### config.mk
export PLATFORM = sky130hd
export DESIGN_NAME = ifu_ctrl_flat
export DESIGN_NICKNAME = d
export VERILOG_FILES = /design/src/rtl/ifu_ctrl_if.sv /design/src/rtl/ifu_ctrl.sv /design/src/flat_wrapper.sv
export SDC_FILE = /design/constraint.sdc
export NUM_CORES = 1
export LEC_CHECK = 0
export CAP_MARGIN = 30
export CORE_UTILIZATION = 40
export DETAILED_ROUTE_END_ITERATION = 8
export PLACE_DENSITY = 0.73
export SKIP_LAST_GASP = 1
export SYNTH_ARGS = -nofsm -noshare
export SYNTH_HDL_FRONTEND = slang
export SYNTH_SLANG_ARGS = --single-unit
### constraint.sdc
create_clock -name clk -period 3.56 [get_ports clk]
set_input_delay 0.356 -clock clk [delete_from_list [all_inputs] [get_ports clk]]
set_output_delay 0.356 -clock clk [all_outputs]
set_load 0.02 [all_outputs]
### src/rtl/ifu_ctrl_if.sv
`default_nettype none
// +--------------------------------------------------------------------------+
// | Module   : ifu_ctrl_if                                                    |
// | Brief    : Control/redirect inputs and fetch outputs of the IFU PC unit. |
// | Revision : 1.0                                                           |
// +--------------------------------------------------------------------------+
interface ifu_ctrl_if;
   logic        stall;
   logic [1:0]  npc_op;
   logic        br_taken;
   logic [15:0] imm16;
   logic [25:0] instr_index;
   logic [31:0] ra;
   logic [31:0] pc;
   logic [31:0] pc_plus4;
   logic        fetch_valid;
   logic        fault;
   logic [31:0] fetch_cnt;

   modport master (
      output stall, npc_op, br_taken, imm16, instr_index, ra,
      input  pc, pc_plus4, fetch_valid, fault, fetch_cnt
   );

   modport slave (
      input  stall, npc_op, br_taken, imm16, instr_index, ra,
      output pc, pc_plus4, fetch_valid, fault, fetch_cnt
   );
endinterface
`default_nettype wire

### src/rtl/ifu_ctrl.sv
`default_nettype none
// +--------------------------------------------------------------------------+
// | Module   : ifu_ctrl                                                       |
// | Brief    : PC sequencer with RUN/STALL/HALT control and fetch counter.   |
// |            Define IFU_ADDR_CHECK_EN to add fetch-address fault checking. |
// | Revision : 1.0                                                           |
// +--------------------------------------------------------------------------+
module ifu_ctrl #(
   parameter logic [31:0] PC_RESET = 32'h0000_3000,
   parameter int          IM_WORDS = 4096
) (
   input  wire logic  clk,
   input  wire logic  reset,
   ifu_ctrl_if.slave  bus
);

   typedef enum logic [1:0] {
      ST_RUN   = 2'd0,
      ST_STALL = 2'd1,
      ST_HALT  = 2'd2
   } state_t;

   localparam logic [31:0] c_pc_last = PC_RESET + 32'(4 * IM_WORDS) - 32'd4;

   state_t      r_state;
   logic [31:0] r_pc;
   logic [31:0] r_fetch_cnt;
   logic        r_fetch_valid;
   logic [31:0] w_pc_plus4;
   logic [31:0] w_br_off;
   logic [31:0] w_next_pc;

   assign w_pc_plus4 = r_pc + 32'd4;
   assign w_br_off   = {{14{bus.imm16[15]}}, bus.imm16, 2'b00};

   always_comb begin
      w_next_pc = w_pc_plus4;
      case (bus.npc_op)
         2'b01:   w_next_pc = bus.br_taken ? (w_pc_plus4 + w_br_off) : w_pc_plus4;
         2'b10:   w_next_pc = {r_pc[31:28], bus.instr_index, 2'b00};
         2'b11:   w_next_pc = bus.ra;
         default: w_next_pc = w_pc_plus4;
      endcase
   end

`ifdef IFU_ADDR_CHECK_EN
   logic r_fault;
   logic w_legal;

   assign w_legal = (w_next_pc[1:0] == 2'b00) &&
                    (w_next_pc >= PC_RESET) && (w_next_pc <= c_pc_last);
   assign bus.fault = r_fault;
`else
   logic w_unused_cfg;

   // Range bound only matters when checking is compiled in.
   assign w_unused_cfg = ^c_pc_last;
   assign bus.fault    = 1'b0;
`endif

   always_ff @(posedge clk) begin
      if (reset) begin
         r_state       <= ST_RUN;
         r_pc          <= PC_RESET;
         r_fetch_cnt   <= 32'd0;
         r_fetch_valid <= 1'b1;
`ifdef IFU_ADDR_CHECK_EN
         r_fault       <= 1'b0;
`endif
      end else begin
         case (r_state)
            ST_RUN: begin
               if (bus.stall) begin
                  r_state       <= ST_STALL;
                  r_fetch_valid <= 1'b0;
               end
`ifdef IFU_ADDR_CHECK_EN
               else if (!w_legal) begin
                  r_state       <= ST_HALT;
                  r_fetch_valid <= 1'b0;
                  r_fault       <= 1'b1;
               end
`endif
               else begin
                  r_pc        <= w_next_pc;
                  r_fetch_cnt <= r_fetch_cnt + 32'd1;
               end
            end
            // Leaving STALL spends one edge without a PC update so the
            // redirect inputs are re-sampled fresh in RUN.
            ST_STALL: begin
               if (!bus.stall) begin
                  r_state       <= ST_RUN;
                  r_fetch_valid <= 1'b1;
               end
            end
            default: begin
               r_state       <= ST_HALT;
               r_fetch_valid <= 1'b0;
            end
         endcase
      end
   end

   assign bus.pc          = r_pc;
   assign bus.pc_plus4    = w_pc_plus4;
   assign bus.fetch_valid = r_fetch_valid;
   assign bus.fetch_cnt   = r_fetch_cnt;

endmodule
`default_nettype wire

### src/flat_wrapper.sv
// flat-port wrapper written by rule: the top's interface ports become plain ports
module ifu_ctrl_flat 
#(
   parameter logic [31:0] PC_RESET = 32'h0000_3000,
   parameter int          IM_WORDS = 4096
)
  (clk, reset, bus_stall, bus_npc_op, bus_br_taken, bus_imm16, bus_instr_index, bus_ra, bus_pc, bus_pc_plus4, bus_fetch_valid, bus_fault, bus_fetch_cnt);
  ifu_ctrl_if bus_i ();
  input  wire logic clk;
  input  wire logic reset;
  input wire logic [$bits(bus_i.stall)-1:0] bus_stall;
  input wire logic [$bits(bus_i.npc_op)-1:0] bus_npc_op;
  input wire logic [$bits(bus_i.br_taken)-1:0] bus_br_taken;
  input wire logic [$bits(bus_i.imm16)-1:0] bus_imm16;
  input wire logic [$bits(bus_i.instr_index)-1:0] bus_instr_index;
  input wire logic [$bits(bus_i.ra)-1:0] bus_ra;
  output wire logic [$bits(bus_i.pc)-1:0] bus_pc;
  output wire logic [$bits(bus_i.pc_plus4)-1:0] bus_pc_plus4;
  output wire logic [$bits(bus_i.fetch_valid)-1:0] bus_fetch_valid;
  output wire logic [$bits(bus_i.fault)-1:0] bus_fault;
  output wire logic [$bits(bus_i.fetch_cnt)-1:0] bus_fetch_cnt;
  assign bus_i.stall = bus_stall;
  assign bus_i.npc_op = bus_npc_op;
  assign bus_i.br_taken = bus_br_taken;
  assign bus_i.imm16 = bus_imm16;
  assign bus_i.instr_index = bus_instr_index;
  assign bus_i.ra = bus_ra;
  assign bus_pc = bus_i.pc;
  assign bus_pc_plus4 = bus_i.pc_plus4;
  assign bus_fetch_valid = bus_i.fetch_valid;
  assign bus_fault = bus_i.fault;
  assign bus_fetch_cnt = bus_i.fetch_cnt;
  ifu_ctrl #(.PC_RESET(PC_RESET), .IM_WORDS(IM_WORDS)) u_core (.clk(clk), .reset(reset), .bus(bus_i));
endmodule
==> results.ini <==
[status]
status = finished, final reports clean

[cts]
htree_levels = 3
hold_buffers = 0
cts_sinks = 67
cts_made_buffers = 9
clk_pin_slew_worst_paths_ps = 60
cts_max_path_buffers = 2
worstSkewPairLatency_ps = 340
cts-root-buf = clkbuf_16
cts_tree = done

[power]
p_leak_nw = 3.671
p_clk_share_pct = 32.2
p_seq_share_pct = 28.6
switchingPower_w = 0.001005
power.total_w = 0.002873
p_per_area_mw_per_mm2 = 318.6
intPower_w = 0.001868
irDropWorstVdd_v = 0.0002264
pwr-share-comb_pct = 39.2
switching_share_pct = 34.98

[yosys]
synth_nets = 900
yosysUniqueCellTypes = 75
syn_inst = 783
synth-main-ff-cell = dfxtp_1
async_flop_share_pct = 0
netlist_area_mm2 = 0.005806
synth-seq-area-share_pct = 23.10
synth_seq_cells = 67
synth_top_area_share_pct = 23.10
synth_largest_area_cell = dfxtp_1
syn_avg_cell_area_um2 = 7.415
synth.area.top_cells = dfxtp_1 23%, ha_1 7.8%, nor2_1 6.8%, xor2_1 6.2%, nand2_1 5.9%
synth_edf_count = 0
yosys_warnings = 0

[sta]
setup_viol = 0
fin_crit_sh_pct = 97.24
final_max_slew_viol_count = 0
fin_hold_ws_ps = 476.6
fmax_ghz = 0.2889
relSlewSlack_pct = 39.45
fin_worst_skew_ps = 12.66
worst_slew_pin_slew_ps = 908.3
fin_crit_ps = 3462
hold_viol_final = 0
rsz0062_at_grt = yes

[critical_path]
r2r-end = u_core.bus.pc[31]$_SDFFE_PP0P_
reg2reg_from = u_core.bus.pc[3]$_SDFFE_PP0P_
crit_fanout = 5
crit_end = u_core.bus.pc[31]$_SDFFE_PP0P_
worstPathRequired_ps = 3740
crit_arrival_ps = 3640
startpoint = u_core.bus.pc[3]$_SDFFE_PP0P_
crit_path_end_kind = flop
r2r_slack_ps = 100
cp-start-kind = flop
worstSetupPathType = reg -> reg
reg2regPathDepth = 14

[detailed_routing]
dr.pass1.iters = 5
remaining_drc_errors = 0
route.vias.total = 6936
drt-total-wl_um = 22730
drt_iter0_drc = 496
postRouteAntennaNets = 0
vias_per_cell = 5.699
wl_per_cell_um = 18.68

[worst_hold_path]
hold_class = reg -> reg

[global_routing]
antenna_found_initial = 0
overflow = 0
grtUsageTotal_pct = 30.50
grt_start_max_net_pins = 47
grt_pass1_wl_um = 35170
grt_pass1_vias = 6659

[die]
core_area_mm2 = 0.01404
die_w_um = 122.5
die_h_um = 122.5
row_count = 43
ios = 178
dieArea_mm2 = 0.01500
start_util_pct = 41.34

[final_layout]
nFillCells = 1223
multi_input_area_mm2 = 0.004537
antennaDiodeCount = 0
final_common_cell = clkdlybuf4s50_1
drive_above_1_share_pct = 19.00
seqCellArea_mm2 = 0.001370
area_growth_pct = 55.30
num-nets-final = 1149
layout_common_cells = 173 x clkdlybuf4s50_1, 101 x nor2_1, 100 x buf_4, 90 x nand2_1, 54 x dfxtp_1

[run]
cap_violations = 0

[place]
gp_congestion = 0.9361
port_buffers = 176
dp_hpwl_um = 17230

## synth_stat cells (6+ instances only)
library cell,number
nor2_1,105
nand2_1,91
dfxtp_1,67
a21oi_1,57
o21ai_0,54
xor2_1,41
ha_1,36
xnor2_1,34
nand3_1,28
clkbuf_1,22
inv_1,19
nand4_1,18
a21o_1,17
nor3_1,14
a211oi_1,13
and3_1,13
mux2i_1,13
a221oi_1,12
or3_1,8
nor4_1,7
nand2b_1,6
nor2b_1,6
## registers in the layout, summed over array words and instances, names as in the netlist
register and count:
u_core.bus.fetch_cnt 32, u_core.bus.fetch_valid 1, u_core.bus.pc 32, u_core.r_state 2
## power groups by stage
stage                     combinational (W)  sequential [W]  clock (W)
after floorplan                    0.000531        0.000880          0
after global placement              0.00105        0.000836          0
after detailed placement            0.00106        0.000837          0
after CTS                           0.00107        0.000821   0.000935
after global routing                0.00121        0.000825   0.000962
final                               0.00113        0.000822   0.000924
## kinds of logic after synthesis
kind of cell	synth area share [%]
mux	3.017
buf+inv	4.612
compound gates	22.69
fa+ha+maj	8.276
other cells	0.06459
simple gates	26.36
xor+xnor	11.88
flops	23.10
## worst min-delay path by stage
stage / endpoint / from / slack [ps] / cells past startpoint
finish: u_core.bus.pc[0]$_SDFFE_PP0P_ / u_core.bus.pc[0]$_SDFFE_PP0P_ / 480 / 2
global placement: u_core.bus.pc[0]$_SDFFE_PP0P_ / u_core.bus.pc[0]$_SDFFE_PP0P_ / 460 / 2
CTS: u_core.bus.pc[0]$_SDFFE_PP0P_ / u_core.bus.pc[0]$_SDFFE_PP0P_ / 470 / 2
floorplan: u_core.r_state[0]$_SDFFE_PP0P_ / u_core.r_state[1]$_SDFFE_PP0P_ / 460 / 1
global route: u_core.bus.pc[0]$_SDFFE_PP0P_ / u_core.bus.pc[0]$_SDFFE_PP0P_ / 510 / 2
detailed placement: u_core.bus.pc[0]$_SDFFE_PP0P_ / u_core.bus.pc[0]$_SDFFE_PP0P_ / 460 / 2
## stage by stage
stage          TNS (ps)  setup slack, ps  utilization [%]  instance area (um^2)  std cells
2_1_floorplan    -39.73           -34.25                -                  5998        783
3_3_place_gp          0            31.70            60.40                  8482       1193
3_5_place_dp     -120.1           -78.99            60.40                  8482       1193
4_1_cts          -12.62           -12.62            62.67                  8801       1209
5_1_grt          -85.83           -59.55            64.21                  9016       1217
6_report              0            98.13            64.21                  9016       1217
## worst max-delay path, cell delays in order (launching register included)
cell      delay (ps)
dfxtp_4          370
and3_4           200
nand4_4          150
or4_4            660
nor2_4           150
xor2_2            90
ha_1             320
and3_4           180
nand2_1           80
or3_1            340
nand4_1          100
nor2_1            50
a211o_1          280
a211oi_2         210
o221ai_1         130
## metal layers
layer	up-vias	track usage (%)	wire length (um)
met4	0	13.03	797
met2	323	49.61	10560
met5	-	0	0
met1	3241	39.33	9653
li1	3314	-	-
met3	58	5.530	1718
## what timing repair did
item | in CTS | in global routing
setup endpoints to repair | 2 | 11
resized for setup | 4 | 35
setup buffers | 0 | 8
pin swaps | 4 | 21
## cell type report
cell class	instances	share of cell area [%]
clock buffer	9	2.498
clock inverter	7	0.8326
inverter	20	0.8326
multi-input combinational	657	50.32
sequential	67	15.20
tap	180	2.498
timing repair buffer	277	27.82
Note: power is estimated with default switching activity, not from simulation.
